<file path="src/rtl/predictor_port_scheduler_if.sv">
// Bundle of the lookup, resolve and predictor-side signals around the port scheduler.
// The scheduler takes the slave view; the environment that drives IF, ROB and the predictor takes the master view.
interface predictor_port_scheduler_if #(
    parameter int LOCAL_WIDTH = 10,
    parameter int QUEUE_DEPTH = 4
);
    logic                           rdy_in;
    logic                           lookup_valid;
    logic [31:0]                    lookup_addr;
    logic                           lookup_grant;
    logic                           pred_valid;
    logic                           pred_taken;
    logic                           resolve_valid;
    logic [31:0]                    resolve_addr;
    logic                           resolve_correct;
    logic                           resolve_ready;
    logic [$clog2(QUEUE_DEPTH):0]   queue_count;
    logic [LOCAL_WIDTH-1:0]         pd_addr;
    logic                           pd_transition;
    logic                           pd_correctness;
    logic                           pd_prediction;

    modport slave (
        input  rdy_in, lookup_valid, lookup_addr,
        input  resolve_valid, resolve_addr, resolve_correct,
        input  pd_prediction,
        output lookup_grant, pred_valid, pred_taken,
        output resolve_ready, queue_count,
        output pd_addr, pd_transition, pd_correctness
    );

    modport master (
        output rdy_in, lookup_valid, lookup_addr,
        output resolve_valid, resolve_addr, resolve_correct,
        output pd_prediction,
        input  lookup_grant, pred_valid, pred_taken,
        input  resolve_ready, queue_count,
        input  pd_addr, pd_transition, pd_correctness
    );
endinterface

</file>
<file path="src/rtl/predictor_port_scheduler.sv">
// Shares the predictor's single address/update port between fetch lookups and
// replayed resolved-branch updates (address in one cycle, transition pulse the next).
module predictor_port_scheduler #(
    parameter int LOCAL_WIDTH  = 10,
    parameter int QUEUE_DEPTH  = 4,
    parameter int STARVE_LIMIT = 8
) (
    input logic                        clk_in,
    input logic                        rst_in,
    predictor_port_scheduler_if.slave  bus
);
    localparam int PTR_W = $clog2(QUEUE_DEPTH);
    localparam int CNT_W = PTR_W + 1;
    localparam logic [CNT_W-1:0] FULL_COUNT = CNT_W'(QUEUE_DEPTH);
    localparam logic [7:0]       STARVE_MAX = 8'(STARVE_LIMIT);

    typedef enum logic [1:0] {
        SLOT_NONE,
        SLOT_LOOKUP,
        SLOT_UPDATE
    } slot_e;

    logic [LOCAL_WIDTH-1:0] mem_idx [QUEUE_DEPTH];
    logic [QUEUE_DEPTH-1:0] mem_corr;

    logic [PTR_W-1:0] wr_ptr_q, wr_ptr_d;
    logic [PTR_W-1:0] rd_ptr_q, rd_ptr_d;
    logic [CNT_W-1:0] count_q, count_d;
    logic [7:0]       starve_q, starve_d;
    logic             upd_q, upd_d;
    logic             corr_q, corr_d;
    logic             lkp_q, lkp_d;

    slot_e slot;
    logic  nonempty;
    logic  full;
    logic  push;
    logic  pop;
    logic  unused_addr_bits;

    assign nonempty = (count_q != '0);
    assign full     = (count_q == FULL_COUNT);

    // Forced updates (queue full or lookups have starved the queue) outrank fetch.
    always_comb begin
        slot = SLOT_NONE;
        if (!bus.rdy_in) begin
            slot = SLOT_NONE;
        end else if (nonempty && (full || starve_q == STARVE_MAX)) begin
            slot = SLOT_UPDATE;
        end else if (bus.lookup_valid) begin
            slot = SLOT_LOOKUP;
        end else if (nonempty) begin
            slot = SLOT_UPDATE;
        end
    end

    assign push = bus.rdy_in & bus.resolve_valid & ~full;
    assign pop  = (slot == SLOT_UPDATE);

    assign bus.resolve_ready  = bus.rdy_in & ~full;
    assign bus.lookup_grant   = (slot == SLOT_LOOKUP);
    assign bus.queue_count    = count_q;
    assign bus.pd_addr        = pop ? mem_idx[rd_ptr_q] : bus.lookup_addr[LOCAL_WIDTH+1:2];
    assign bus.pd_transition  = upd_q & bus.rdy_in;
    assign bus.pd_correctness = corr_q;
    assign bus.pred_valid     = lkp_q & bus.rdy_in;
    assign bus.pred_taken     = bus.pred_valid & bus.pd_prediction;

    assign unused_addr_bits = ^{bus.lookup_addr[31:LOCAL_WIDTH+2], bus.lookup_addr[1:0],
                                bus.resolve_addr[31:LOCAL_WIDTH+2], bus.resolve_addr[1:0]};

    // Next-state for FIFO bookkeeping, starvation counter and the one-cycle stage registers.
    always_comb begin
        wr_ptr_d = wr_ptr_q;
        rd_ptr_d = rd_ptr_q;
        count_d  = count_q;
        starve_d = starve_q;
        upd_d    = upd_q;
        corr_d   = corr_q;
        lkp_d    = lkp_q;

        if (push) begin
            wr_ptr_d = wr_ptr_q + 1'b1;
        end
        if (pop) begin
            rd_ptr_d = rd_ptr_q + 1'b1;
        end
        case ({push, pop})
            2'b10:   count_d = count_q + 1'b1;
            2'b01:   count_d = count_q - 1'b1;
            default: count_d = count_q;
        endcase

        if (bus.rdy_in) begin
            upd_d  = pop;
            corr_d = pop & mem_corr[rd_ptr_q];
            lkp_d  = (slot == SLOT_LOOKUP);
            if (pop || !nonempty) begin
                starve_d = '0;
            end else if (slot == SLOT_LOOKUP && starve_q != STARVE_MAX) begin
                starve_d = starve_q + 1'b1;
            end
        end
    end

    // Queue storage needs no reset; validity is tracked entirely by the pointers and count.
    always_ff @(posedge clk_in) begin
        if (push) begin
            mem_idx[wr_ptr_q]  <= bus.resolve_addr[LOCAL_WIDTH+1:2];
            mem_corr[wr_ptr_q] <= bus.resolve_correct;
        end
    end

    always_ff @(posedge clk_in or posedge rst_in) begin
        if (rst_in) begin
            wr_ptr_q <= '0;
            rd_ptr_q <= '0;
            count_q  <= '0;
            starve_q <= '0;
            upd_q    <= 1'b0;
            corr_q   <= 1'b0;
            lkp_q    <= 1'b0;
        end else begin
            wr_ptr_q <= wr_ptr_d;
            rd_ptr_q <= rd_ptr_d;
            count_q  <= count_d;
            starve_q <= starve_d;
            upd_q    <= upd_d;
            corr_q   <= corr_d;
            lkp_q    <= lkp_d;
        end
    end
endmodule

</file>
<file path="src/flat_wrapper.sv">
// flat-port wrapper written by rule: the top's interface ports become plain ports
module predictor_port_scheduler_flat 
#(
    parameter int LOCAL_WIDTH  = 10,
    parameter int QUEUE_DEPTH  = 4,
    parameter int STARVE_LIMIT = 8
)
  (clk_in, rst_in, bus_rdy_in, bus_lookup_valid, bus_lookup_addr, bus_resolve_valid, bus_resolve_addr, bus_resolve_correct, bus_pd_prediction, bus_lookup_grant, bus_pred_valid, bus_pred_taken, bus_resolve_ready, bus_queue_count, bus_pd_addr, bus_pd_transition, bus_pd_correctness);
  predictor_port_scheduler_if #(.LOCAL_WIDTH(LOCAL_WIDTH), .QUEUE_DEPTH(QUEUE_DEPTH)) bus_i ();
  input logic clk_in;
  input logic rst_in;
  input wire logic [$bits(bus_i.rdy_in)-1:0] bus_rdy_in;
  input wire logic [$bits(bus_i.lookup_valid)-1:0] bus_lookup_valid;
  input wire logic [$bits(bus_i.lookup_addr)-1:0] bus_lookup_addr;
  input wire logic [$bits(bus_i.resolve_valid)-1:0] bus_resolve_valid;
  input wire logic [$bits(bus_i.resolve_addr)-1:0] bus_resolve_addr;
  input wire logic [$bits(bus_i.resolve_correct)-1:0] bus_resolve_correct;
  input wire logic [$bits(bus_i.pd_prediction)-1:0] bus_pd_prediction;
  output wire logic [$bits(bus_i.lookup_grant)-1:0] bus_lookup_grant;
  output wire logic [$bits(bus_i.pred_valid)-1:0] bus_pred_valid;
  output wire logic [$bits(bus_i.pred_taken)-1:0] bus_pred_taken;
  output wire logic [$bits(bus_i.resolve_ready)-1:0] bus_resolve_ready;
  output wire logic [$bits(bus_i.queue_count)-1:0] bus_queue_count;
  output wire logic [$bits(bus_i.pd_addr)-1:0] bus_pd_addr;
  output wire logic [$bits(bus_i.pd_transition)-1:0] bus_pd_transition;
  output wire logic [$bits(bus_i.pd_correctness)-1:0] bus_pd_correctness;
  assign bus_i.rdy_in = bus_rdy_in;
  assign bus_i.lookup_valid = bus_lookup_valid;
  assign bus_i.lookup_addr = bus_lookup_addr;
  assign bus_i.resolve_valid = bus_resolve_valid;
  assign bus_i.resolve_addr = bus_resolve_addr;
  assign bus_i.resolve_correct = bus_resolve_correct;
  assign bus_i.pd_prediction = bus_pd_prediction;
  assign bus_lookup_grant = bus_i.lookup_grant;
  assign bus_pred_valid = bus_i.pred_valid;
  assign bus_pred_taken = bus_i.pred_taken;
  assign bus_resolve_ready = bus_i.resolve_ready;
  assign bus_queue_count = bus_i.queue_count;
  assign bus_pd_addr = bus_i.pd_addr;
  assign bus_pd_transition = bus_i.pd_transition;
  assign bus_pd_correctness = bus_i.pd_correctness;
  predictor_port_scheduler #(.LOCAL_WIDTH(LOCAL_WIDTH), .QUEUE_DEPTH(QUEUE_DEPTH), .STARVE_LIMIT(STARVE_LIMIT)) u_core (.clk_in(clk_in), .rst_in(rst_in), .bus(bus_i));
endmodule
</file>
<file path="config.mk">
export PLATFORM = sky130hd
export DESIGN_NAME = predictor_port_scheduler_flat
export DESIGN_NICKNAME = d
export VERILOG_FILES = /design/src/rtl/predictor_port_scheduler_if.sv /design/src/rtl/predictor_port_scheduler.sv /design/src/flat_wrapper.sv
export SDC_FILE = /design/constraint.sdc
export NUM_CORES = 1
export LEC_CHECK = 0
export CAP_MARGIN = 20
export CORE_ASPECT_RATIO = 0.8
export CORE_MARGIN = 2
export CORE_UTILIZATION = 30
export DETAILED_ROUTE_END_ITERATION = 8
export PLACE_DENSITY = 0.65
export REMOVE_ABC_BUFFERS = 1
export SLEW_MARGIN = 20
export SYNTH_ARGS = -nofsm -noshare
export SYNTH_HDL_FRONTEND = slang
export SYNTH_SLANG_ARGS = --single-unit
</file>
<file path="constraint.sdc">
create_clock -name clk_in -period 4.4 [get_ports clk_in]
set_input_delay 0.88 -clock clk_in [delete_from_list [all_inputs] [get_ports clk_in]]
set_output_delay 0.88 -clock clk_in [all_outputs]
set_load 0.01 [all_outputs]
</file>
; ---- Yosys cells after proc, flatten, opt, wreduce, memory -nomap -nowiden
; Memories as Yosys holds them, arrays and structs flattened.
; Index checks and enable logic that the tools add are counted.
[classes]
n_bitwise = 8
eq_ne = 7
muxes = 15
order_cmp = 3
add_sub_neg = 5
n_reduce_logical = 10
[op_table]
columns = cell, count
row1 = 8-bit 2-to-1 mux, 2
row2 = 10-bit 2-to-1 mux, 1
row3 = 8-bit by 1-bit adder with 8-bit output (second input constant), 1
row4 = 8-bit by 4-bit == test with 1-bit output (second input constant), 1
row5 = 2-bit 2-to-1 mux, 4
row6 = 8-bit by 4-bit != test with 1-bit output (second input constant), 1
row7 = 1-bit AND, 7
row8 = 2-bit by 3-bit less-than comparator with 1-bit output (second input constant), 2
row9 = 3-bit one-hot mux with 2 select lines, 1
row10 = 2-bit by 1-bit adder with 2-bit output (second input constant), 2
row11 = 4-bit bitwise mux, 1
row12 = 2-bit by 1-bit == test with 1-bit output (second input constant), 2
row13 = 2-bit == test (second input constant), 2
row14 = 1-bit 2-to-1 mux, 4
row15 = 2-bit nonzero test, 2
row16 = 3-bit by 1-bit adder with 3-bit output (second input constant), 1
row17 = 3-bit == test (second input constant), 1
row18 = 1-bit logical AND, 3
row19 = 3-bit nonzero test, 1
row20 = 3-bit by 1-bit subtractor with 3-bit output (second input constant), 1
row21 = 1-bit binary-select mux with 2-bit select, 1
row22 = 1-bit demux with 2-bit select, 1
row23 = 2-bit by 1-bit greater-or-equal comparator with 1-bit output (second input constant), 1
row24 = 1-bit logical OR, 2
row25 = other kinds (3), 3
[word_totals]
out_inout_bits = 19
register_bits = 22
memories = 1
ramBits = 40
wordCells = 57
in_bits = 71
[memory_table]
columns = memory, depth, width, rd, rd_clocked_by_memory_dff, wr, line
row1 = u_core.mem_idx, 4, 10, 1, 0, 1, predictor_port_scheduler.sv:23  ; logic [LOCAL_WIDTH-1:0] mem_idx [QUEUE_DEPTH];

; ---- Logic depth before layout (Yosys ltp)
; Gate-level depths: netlist of run 1.
[logic_depth]
ltp_word = 9
mapped_depth = 12
ltp_nobuf = 11

; ---- Worst setup path after synthesis of run 1
; Ideal clock, no wire load.
[synth_timing]
kind = in2out
from = input port bus_rdy_in
to = output port bus_pd_addr[1]
n_path_buf = 2
stages = 6
required_ns = 3.520
arrival_ns = 2.035
path_slack_ns = 1.485
cell_sequence = buf_2 -> nand4b_1 -> o22a_2 -> nor2_4 -> buf_6 -> mux2_2
[synth_between]
elab_chain_cells = 3
[synth_rtl]
columns = element, line
row1 = "start, declared", flat_wrapper.sv:12  ; input wire logic [$bits(bus_i.rdy_in)-1:0] bus_rdy_in;
row2 = 2-bit 2-to-1 mux, predictor_port_scheduler.sv:47  ; if (!bus.rdy_in) begin
row3 = 2-bit == test, predictor_port_scheduler.sv:59  ; assign pop = (slot == SLOT_UPDATE);
row4 = via u_core.pop, predictor_port_scheduler.sv:38  ; logic pop;
row5 = 10-bit 2-to-1 mux, predictor_port_scheduler.sv:64  ; assign bus.pd_addr = pop ? mem_idx[rd_ptr_q] : bus.lookup_addr[LOCAL_WIDTH+1:2];
row6 = "end, declared", flat_wrapper.sv:24  ; output wire logic [$bits(bus_i.pd_addr)-1:0] bus_pd_addr;
; The timed path passes the listed nets, and every way through them passes these cells.

; ---- Final worst setup path of run 1
[layout_timing]
from = input port bus_rdy_in
to = output port bus_pd_addr[1]
[layout_between]
elab_chain_cells = 3
[layout_rtl]
columns = element, line
row1 = 2-bit 2-to-1 mux, predictor_port_scheduler.sv:47
row2 = 2-bit == test, predictor_port_scheduler.sv:59
row3 = 10-bit 2-to-1 mux, predictor_port_scheduler.sv:64
; Every way passes these cells.

==> results of run 1 <==
layout make-up:
type                       instances  area (sq um)
sequential                        62          1770
timing repair buffer              49           480
clock buffer                       9           225
fill                             842          5360
clock inverter                     7          65.1
multi-input combinational         94           916
tap                              115           144
inverter                          10          37.5
cell usage after synthesis (2+ instances only):
cell type	n
and2_1	2
mux2i_1	3
nor2_1	7
buf_2	2
dfrtp_1	18
buf_6	2
mux4_2	11
nand3_1	3
nor3_1	3
a22o_1	3
nor2b_1	2
a21o_1	2
inv_1	10
o2bb2ai_1	2
edfxtp_1	44
ha_1	7
mux2_2	11
o21ai_0	5
nand2_1	5
xnor2_1	2
and3_1	6
xor2_1	4
flip-flops by register name (all words and copies together) (netlist names):
signal and flops:
u_core.mem_idx 40, u_core.starve_q 8, u_core.mem_corr 4, u_core.bus.queue_count 3, u_core.rd_ptr_q 2, u_core.wr_ptr_q 2, u_core.bus.pd_correctness 1, u_core.lkp_q 1
u_core.upd_q 1
worst paths after layout:
path / cells after the start / end / slack [ps] / from
setup / recovery: 7 / bus_pd_addr[1] / 420 / bus_rdy_in
setup reg to reg: 9 / u_core.bus.queue_count[2]$_DFFE_PP0P_ / 1910 / u_core.starve_q[5]$_DFFE_PP0P_
max in group asynchronous: 2 / u_core.starve_q[1]$_DFFE_PP0P_ / 2990 / rst_in
hold reg to reg: 1 / u_core.upd_q$_DFFE_PP0P_ / 480 / u_core.upd_q$_DFFE_PP0P_
min in group asynchronous: 2 / u_core.wr_ptr_q[1]$_DFFE_PP0P_ / 960 / rst_in
hold / removal: 1 / u_core.upd_q$_DFFE_PP0P_ / 480 / u_core.upd_q$_DFFE_PP0P_
metrics by stage:
step                      cell area (sq um)   util  hold slack, ps  total power (W)
after detailed placement               3350  0.372             458          0.00146
after floorplan                        2730      -             441          0.00119
final                                  3640  0.404             477          0.00211
after global placement                 3350  0.372             469          0.00144
after CTS                              3640  0.404             479          0.00215
after global routing                   3640  0.404             515          0.00224
kinds of logic after synthesis:
group / share of synthesized area
xor gates and xnor gates: 0.0190
and+or+nand+nor: 0.0725
DFF: 0.642
buffers and inverters: 0.0267
muxes: 0.145
AOI/OAI and AO/OA: 0.0557
adders and majority gates: 0.0390
layer usage:
layer / GRT usage / routed length (microns) / up-vias
li1: - / - / 768
met1: 0.163 / 2580 / 821
met2: 0.175 / 2490 / 42
met3: 0.0486 / 289 / 6
met4: 0.0432 / 65 / 0
met5: 0 / 0 / -
power by group:
part / switching (W) / total (W) / internal [W] / leakage [nW]
sequential: 0.000121 / 0.000851 / 0.000730 / 0.628
combinational: 0.000237 / 0.000583 / 0.000347 / 0.600
clock: 0.000247 / 0.000680 / 0.000433 / 0.143
==> out/summary.txt, run 1 <==
Outcome -> finished clean
IO Count -> 90
Final Hold Viols -> 0
Final Non-Filler Cells -> 346
Residual DRC count -> 0
Hold_buf cts -> 0
CTS root buf -> clkbuf_16
Setup violators final -> 0
Vias in the first global route -> 1742
Post-route clock skew -> 7.22 ps
Worst-Margin Slew -> 817 ps
Worst hold path type -> register to register
Setup TNS -> 0 ps
Unique masters post-synth -> 39
Post-synth EDFFs -> 44
Port buffer count -> 45
Final worst slack -> 416 ps
First-pass GRT wire length -> 9.07 mm
Top cells by area, synth -> edfxtp_1, dfrtp_1, mux4_2
Maximum VDD drop -> 0.226 mV
Register area share after synthesis -> 0.642
Yosys top cell by area -> edfxtp_1
Pwr/cell area -> 581 nW/um^2
Critical-path top delay cell -> clkdlybuf4s50_1
Inst Count DP -> 330
Final period utilization -> 0.905
DRT antenna net count -> 0
Nets -> 305
Ys async rst share -> 0.290
Synth Flop Type -> edfxtp_1
Clk_lat worst skew -> 320 ps
Worst path arrival time -> 3100 ps
Post-DP HPWL -> 3.72 mm
TritonCTS buffer count -> 9
CTS sink count -> 62
Crit Path Class -> primary input to output pin
Area growth syn-to-layout -> 31.8%
Mean Syn Cell Area -> 16.1 sq um
Placeable Area -> 9000 sq um
Crit path max-delay family -> buffers and inverters
Final Critical Period -> 3980 ps
GR Util All Layers -> 0.120
Via density -> 4.73
Post-Route WL -> 5.42 mm
Drt pass-1 iters -> 4
FF+latch count, synth -> 62
Leakage -> 1.37 nW
Worst stage delay on the critical path -> 610 ps
Worst EP required -> 3520 ps
Worst-path clk slew -> 50 ps
Buffers plus inverters on the worst setup path -> 3
Final GP Congestion -> 0.744
WL/cell -> 15.7 microns
Die height -> 89.8 microns
Worst path cell trace -> clkdlybuf4s50_1 -> nand4b_1 -> o22a_2 -> nor2_4 -> buf_4 -> mux2_2 -> clkdlybuf4s50_1
Top cell by count, worst path -> clkdlybuf4s50_1
CTS max path bufs -> 2
Grt ovf -> 0
Initial drt markers -> 82
ANT cells -> 0
Post-CTS Resized -> 0
CTS tree -> done
Initial Util -> 0.307
Max_cap viols -> 0
Setup repair after global routing missed its margin -> no
Setup Fix Bufs, Post-CTS -> 0
Most frequent cells in the layout -> clkdlybuf4s50_1, edfxtp_1, dfrtp_1
Via Count -> 1637
Peak fanout along the critical path -> 13
Die area -> 9990 sq um
Startpoint Class -> primary input
Largest net degree at the start of global routing -> 19
Htree depth -> 3
Post-Syn Instances -> 171
Post-Syn Area -> 2760 sq um
Pins over their slew limit -> 0
Top-area cell type share of the netlist area -> 0.478
Row count -> 31
Pre-CTS setup slack -> 401 ps
Slew headroom -> 0.456
Chip Width -> 111 microns
Ratio of cells with drive above 1 in the final layout -> 0.203
Commonest non-fill, non-tap cell in the layout -> clkdlybuf4s50_1
Fmax -> 0.251 GHz
Initial antenna violation count -> 0
Yosys warns -> 0
Crit. End Element -> output pin
No activity file was read; power rests on OpenSTA's default activity.
==> inputs of run 2 (changes only) <==
--- a/config.mk
+++ b/config.mk
@@ -9,8 +9,9 @@
 export CORE_ASPECT_RATIO = 0.8
 export CORE_MARGIN = 2
 export CORE_UTILIZATION = 30
+export CTS_CLUSTER_DIAMETER = 50
 export DETAILED_ROUTE_END_ITERATION = 8
-export PLACE_DENSITY = 0.65
+export PLACE_DENSITY = 0.54
 export REMOVE_ABC_BUFFERS = 1
 export SLEW_MARGIN = 20
 export SYNTH_ARGS = -nofsm -noshare
==> run 2 against run 1 <==
  * Non-clock buffer count stayed put
  * Register-to-register slack worse by 120 ps
  * Combinational power is 2% higher
  * Utilization is 0.50 points higher
  * Final cell count stayed put
  * Highest routed layer unchanged
  * Die area stayed put
==> out/summary.txt, run 2 (synthesis results as in run 1) <==
Htree depth -> 3 (unchanged)
TritonCTS buffer count -> 9 (unchanged)
Largest net degree at the start of global routing -> 19 (unchanged)
Final GP Congestion -> 0.737 (-0.99%)
Initial antenna violation count -> 0 (unchanged)
Area growth syn-to-layout -> 33.4%
Top cell by count, worst path -> clkdlybuf4s50_1
Initial drt markers -> 79 (-3.7%)
Worst-Margin Slew -> 793 ps (-23.6 ps)
Slew headroom -> 0.471 (+0.0157)
Post-Route WL -> 5.29 mm (-2.4%)
WL/cell -> 15.3 microns (-2.4%)
Worst R2R Start -> u_core.starve_q[5]$_DFFE_PP0P_
First-pass GRT wire length -> 8.69 mm (-4.2%)
Setup repair after global routing missed its margin -> no
Commonest non-fill, non-tap cell in the layout -> clkdlybuf4s50_1
Pre-CTS setup slack -> 420 ps (+19.2 ps)
Maximum VDD drop -> 0.198 mV (-13%)
WHS Path Cells -> 1 (unchanged)
Critical-path top delay cell -> clkdlybuf4s50_1
Hold EP -> u_core.upd_q$_DFFE_PP0P_
Pins over their slew limit -> 0 (unchanged)
Post-DP HPWL -> 3.52 mm (-5.4%)
Crit. End Element -> output pin
Initial Util -> 0.307 (unchanged)
GR Util All Layers -> 0.111 (-0.00885)
Most flop-heavy register -> u_core.mem_idx
Setup Fix Bufs, Post-CTS -> 0 (unchanged)
Setup violators final -> 0 (unchanged)
Worst hold path type -> register to register
Max_cap viols -> 0 (unchanged)
Post-CTS Resized -> 0 (unchanged)
Via density -> 4.62 (-2.3%)
Final worst slack -> 462 ps (+45.9 ps)
ANT cells -> 0 (unchanged)
Fmax -> 0.254 GHz (+1.2%)
Drt pass-1 iters -> 4 (unchanged)
Peak fanout along the critical path -> 12 (-1)
Setup TNS -> 0 ps (unchanged)
Worst R2R End -> u_core.bus.queue_count[2]$_DFFE_PP0P_
Worst path cell trace -> clkdlybuf4s50_1 -> nand4b_1 -> o22a_2 -> nor2_4 -> buf_12 -> mux2_2 -> clkdlybuf4s50_1
Ratio of cells with drive above 1 in the final layout -> 0.203 (unchanged)
Placeable Area -> 9000 sq um (unchanged)
IO Count -> 90 (unchanged)
CTS root buf -> clkbuf_16
Via Count -> 1599 (-2.3%)
Largest register FFs -> 40 (unchanged)
Worst-path clk slew -> 50 ps (about the same)
Residual DRC count -> 0 (unchanged)
Pwr/cell area -> 594 nW/um^2 (+2.2%)
R2R Setup Slk -> 1790 ps (-120 ps)
Vias in the first global route -> 1639 (-5.9%)
DRT antenna net count -> 0 (unchanged)
Clk_lat worst skew -> 320 ps (about the same)
CTS sink count -> 62 (unchanged)
Hold_buf cts -> 0 (unchanged)
Startpoint Class -> primary input
CTS tree -> done
Final period utilization -> 0.895 (-0.0104)
Regs by FF count -> u_core.mem_idx x40, u_core.starve_q x8, u_core.mem_corr x4
Row count -> 31 (unchanged)
Crit Path Class -> primary input to output pin
Post-route clock skew -> 6.46 ps (-0.758 ps)
Worst EP required -> 3520 ps (about the same)
Chip Width -> 111 microns (unchanged)
Port buffer count -> 45 (unchanged)
Outcome -> finished clean
Grt ovf -> 0 (unchanged)
Worst path arrival time -> 3060 ps (-40 ps)
Final Critical Period -> 3940 ps (-45.9 ps)
Die height -> 89.8 microns (unchanged)
Most frequent cells in the layout -> clkdlybuf4s50_1, edfxtp_1, dfrtp_1
Final Hold Viols -> 0 (unchanged)
Die area -> 9990 sq um (unchanged)
Leakage -> 1.38 nW (+1.1%)
Worst stage delay on the critical path -> 580 ps (-30 ps)
CTS max path bufs -> 2 (unchanged)
Nets -> 305 (unchanged)
Worst Min Path Start -> u_core.upd_q$_DFFE_PP0P_
Worst Reg-to-Reg Cells -> 9 (unchanged)
run 2: cell types whose count changed in the layout (fill, tap and decap cells not counted):
cell / before / now
inv_6: 0 / 1
bufinv_16: 1 / 2
clkinv_4: 1 / 2
buf_4: 4 / 3
buf_12: 0 / 1
clkinv_2: 3 / 0
run 2: cell type report:
cell class / instances / area [sq um]
fillers: 843 / 5310
inverters: 10 / 37.5
well taps: 115 / 144
clock inverters: 7 / 97.6
repair buffers: 49 / 493
flip-flops and latches: 62 / 1770
clock buffers: 9 / 225
multi-input cells: 94 / 916
run 2: worst max path at each step:
| stage | depth (start not counted) | to | start | slack (ps) |
|---|---|---|---|---|
| floorplan | 4 | bus_pd_addr[0] | bus_rdy_in | 1590 |
| global placement | 7 | bus_pd_addr[6] | bus_rdy_in | 430 |
| detailed placement | 7 | bus_pd_addr[6] | bus_rdy_in | 420 |
| CTS | 7 | bus_pd_addr[6] | bus_rdy_in | 420 |
| global route | 7 | bus_pd_addr[9] | bus_rdy_in | 360 |
| finish | 7 | bus_pd_addr[6] | bus_rdy_in | 460 |
run 2: routing by layer:
layer,GRT usage,vias to the layer above,share of wire
met3,0.0162,11,0.037
met1,0.160,779,0.50
li1,-,771,-
met2,0.164,38,0.44
met5,0,-,0
met4,0.0586,0,0.022
run 2: metrics by stage:
stage	hold WS, ps	util	std cells	instance area, sq um	power, W
after floorplan	441	-	166	2730	0.00119
after global placement	459	0.374	330	3360	0.00145
after detailed placement	473	0.374	330	3360	0.00147
after CTS	487	0.409	346	3680	0.00222
after global routing	517	0.409	346	3680	0.00231
final	489	0.409	346	3680	0.00219
run 2: worst max-delay path: cells and delay by family:
family / cells / cell delay [ps]
AO/OA/AOI/OAI: 1 / 260
buffers and inverters: 3 / 1220
multiplexers: 1 / 350
AND/OR/NAND/NOR: 2 / 330
run 2: report_power, final:
group | switching [W] | total (W) | internal (W)
Combinational | 0.000238 | 0.000593 | 0.000355
Sequential | 0.000118 | 0.000848 | 0.000730
Clock | 0.000250 | 0.000747 | 0.000497
==> inputs of run 3 (changes only) <==
--- a/config.mk
+++ b/config.mk
@@ -11,7 +11,6 @@
 export CORE_UTILIZATION = 30
 export CTS_CLUSTER_DIAMETER = 50
 export DETAILED_ROUTE_END_ITERATION = 8
-export PLACE_DENSITY = 0.54
 export REMOVE_ABC_BUFFERS = 1
 export SLEW_MARGIN = 20
 export SYNTH_ARGS = -nofsm -noshare
==> constraint.sdc (replaced) <==
create_clock -name clk_in -period 4.82 [get_ports clk_in]
set_input_delay 0.964 -clock clk_in [delete_from_list [all_inputs] [get_ports clk_in]]
set_output_delay 0.964 -clock clk_in [all_outputs]
set_load 0.01 [all_outputs]
==> run 3 against run 2 <==
  * Sequential share of layout area grew 0.15 points
  * Hold slack got worse by 18 ps
  * Setup slack improved by 97 ps
  * Sequential power shrank 8.8%
  * Clock skew barely moved
  * Flip-flop and latch count stayed put
  * Global-route usage is 0.087 points higher
  * Wire length decreased by 2.1%
==> out/summary.txt, run 3 (synthesis results as in run 1) <==
Setup Fix Bufs, Post-CTS -> 0 (unchanged)
Final worst slack -> 560 ps (+97.3 ps)
Crit Path Class -> primary input to output pin
Final Critical Period -> 4260 ps
Maximum VDD drop -> 0.171 mV (-14%)
Worst EP required -> 3860 ps (+340 ps)
Fmax -> 0.235 GHz
Logic pwr share -> 0.269 (-0.002)
Startpoint Class -> primary input
Initial antenna violation count -> 0 (unchanged)
Drt pass-1 iters -> 4 (unchanged)
Area growth syn-to-layout -> 33.0%
Commonest non-fill, non-tap cell in the layout -> clkdlybuf4s50_1
Port buffer count -> 45 (unchanged)
Pins over their slew limit -> 0 (unchanged)
Via Count -> 1632 (+2.1%)
Setup repair after global routing missed its margin -> no
Fillers -> 822 (-2.5%)
Post-Route WL -> 5.18 mm (-2.1%)
Row count -> 31 (unchanged)
Via density -> 4.72 (+2.1%)
Leakage -> 1.38 nW (-0.11%)
Worst path arrival time -> 3300 ps (+240 ps)
Register Area -> 1770 sq um (unchanged)
Worst-Margin Slew -> 778 ps (-14.7 ps)
Switching part of the total -> 0.276 (-0.00118)
Hold EP -> u_core.upd_q$_DFFE_PP0P_
IO Count -> 90 (unchanged)
Worst-path clk slew -> 50 ps (about the same)
Worst R2R End -> u_core.bus.queue_count[2]$_DFFE_PP0P_
Post-CTS Resized -> 0 (unchanged)
First-pass GRT wire length -> 8.63 mm (-0.79%)
Pwr/cell area -> 541 nW/um^2 (-8.9%)
Worst Reg-to-Reg Cells -> 9 (unchanged)
CTS tree -> done
ANT cells -> 0 (unchanged)
Worst hold path type -> register to register
CTS sink count -> 62 (unchanged)
Regs by FF count -> u_core.mem_idx x40, u_core.starve_q x8, u_core.mem_corr x4
Final Hold Viols -> 0 (unchanged)
Worst Min Path Start -> u_core.upd_q$_DFFE_PP0P_
Worst R2R Start -> u_core.starve_q[5]$_DFFE_PP0P_
Clk_lat worst skew -> 330 ps (about the same)
Largest register FFs -> 40 (unchanged)
Most flop-heavy register -> u_core.mem_idx
Ratio of cells with drive above 1 in the final layout -> 0.208 (+0.00433)
Clock share of power -> 0.342 (about the same)
Net Switching -> 0.000548 W (-9.6%)
Most frequent cells in the layout -> clkdlybuf4s50_1, edfxtp_1, dfrtp_1
Inst Count DP -> 330 (unchanged)
DRT antenna net count -> 0 (unchanged)
Cell-internal power -> 0.00144 W (-9.0%)
TritonCTS buffer count -> 9 (unchanged)
Area occupied by multi-input gates -> 916 sq um (unchanged)
Post-Route Utilization -> 0.408 (-0.00125)
Vias in the first global route -> 1696 (+3.5%)
Peak fanout along the critical path -> 10 (-2)
Final GP Congestion -> 0.771 (+4.7%)
GR Util All Layers -> 0.112 (+0.000870)
Die area -> 9990 sq um (unchanged)
Htree depth -> 3 (unchanged)
Chip Width -> 111 microns (unchanged)
Nets -> 305 (unchanged)
Hold_buf cts -> 0 (unchanged)
Residual DRC count -> 0 (unchanged)
Hold WS -> 472 ps (-17.7 ps)
Outcome -> finished clean
CTS max path bufs -> 2 (unchanged)
R2R Setup Slk -> 2210 ps (+420 ps)
Initial drt markers -> 89 (+13%)
Slew headroom -> 0.481 (+0.00983)
Final Non-Filler Cells -> 346 (unchanged)
Flop pwr share -> 0.389 (about the same)
WHS Path Cells -> 1 (unchanged)
Setup TNS -> 0 ps (unchanged)
Max_cap viols -> 0 (unchanged)
CTS root buf -> clkbuf_16
Final period utilization -> 0.884
Placeable Area -> 9000 sq um (unchanged)
Crit. End Element -> output pin
Post-DP HPWL -> 3.53 mm (+0.47%)
Largest net degree at the start of global routing -> 19 (unchanged)
Grt ovf -> 0 (unchanged)
Die height -> 89.8 microns (unchanged)
Post-route clock skew -> 6.35 ps (-0.113 ps)
Setup violators final -> 0 (unchanged)
Initial Util -> 0.307 (unchanged)
WL/cell -> 15.0 microns (-2.1%)
Pre-CTS setup slack -> 521 ps (+101 ps)
run 3: changes by cell type in the layout (fill, tap and decap cells not counted):
cell      delta
clkinv_1     -1
clkinv_2     +1
clkinv_4     +1
buf_12       -1
buf_4        +1
inv_6        -1
run 3: worst max path at each step:
stage | endpoint | start | cells after the start | slack (ps)
floorplan | bus_pd_addr[0] | bus_rdy_in | 4 | 1840
global placement | bus_pd_addr[9] | bus_rdy_in | 7 | 500
detailed placement | bus_pd_addr[9] | bus_rdy_in | 7 | 520
CTS | bus_pd_addr[9] | bus_rdy_in | 7 | 500
global route | bus_pd_addr[9] | bus_rdy_in | 7 | 410
finish | bus_pd_addr[9] | bus_rdy_in | 7 | 560
run 3: layer usage:
metal / vias up / part of all wire / track usage
met2: 38 / 0.47 / 0.172
met1: 819 / 0.47 / 0.142
li1: 770 / - / -
met5: - / 0 / 0
met4: 0 / 0.011 / 0.0525
met3: 5 / 0.045 / 0.0411
run 3: final cells by class:
class                           instances  share of cell area
Sequential cell                        62               0.482
Inverter                               10              0.0102
Tap cell                              115              0.0392
Clock inverter                          7              0.0269
Clock buffer                            9              0.0613
Timing Repair Buffer                   49               0.131
Multi-Input combinational cell         94               0.249
run 3: per-stage QoR:
| stage | area [sq um] | total power [W] |
|---|---|---|
| 2_1_floorplan | 2730 | 0.00109 |
| 3_3_place_gp | 3350 | 0.00132 |
| 3_5_place_dp | 3350 | 0.00133 |
| 4_1_cts | 3670 | 0.00202 |
| 5_1_grt | 3670 | 0.00210 |
| 6_report | 3670 | 0.00199 |
run 3: power groups by stage:
stage	clock [W]	sequential (W)	combinational, W
5_1_grt	0.000719	0.000794	0.000587
3_3_place_gp	0	0.000785	0.000535
6_report	0.000680	0.000773	0.000534
3_5_place_dp	0	0.000789	0.000541
2_1_floorplan	0	0.000763	0.000328
4_1_cts	0.000694	0.000778	0.000546
run 3: worst max-delay path: stages:
cell and delay [ps]:
clkdlybuf4s50_1 670, nand4b_1 160, o22a_2 260, nor2_4 180, buf_4 220, mux2_2 340, clkdlybuf4s50_1 480
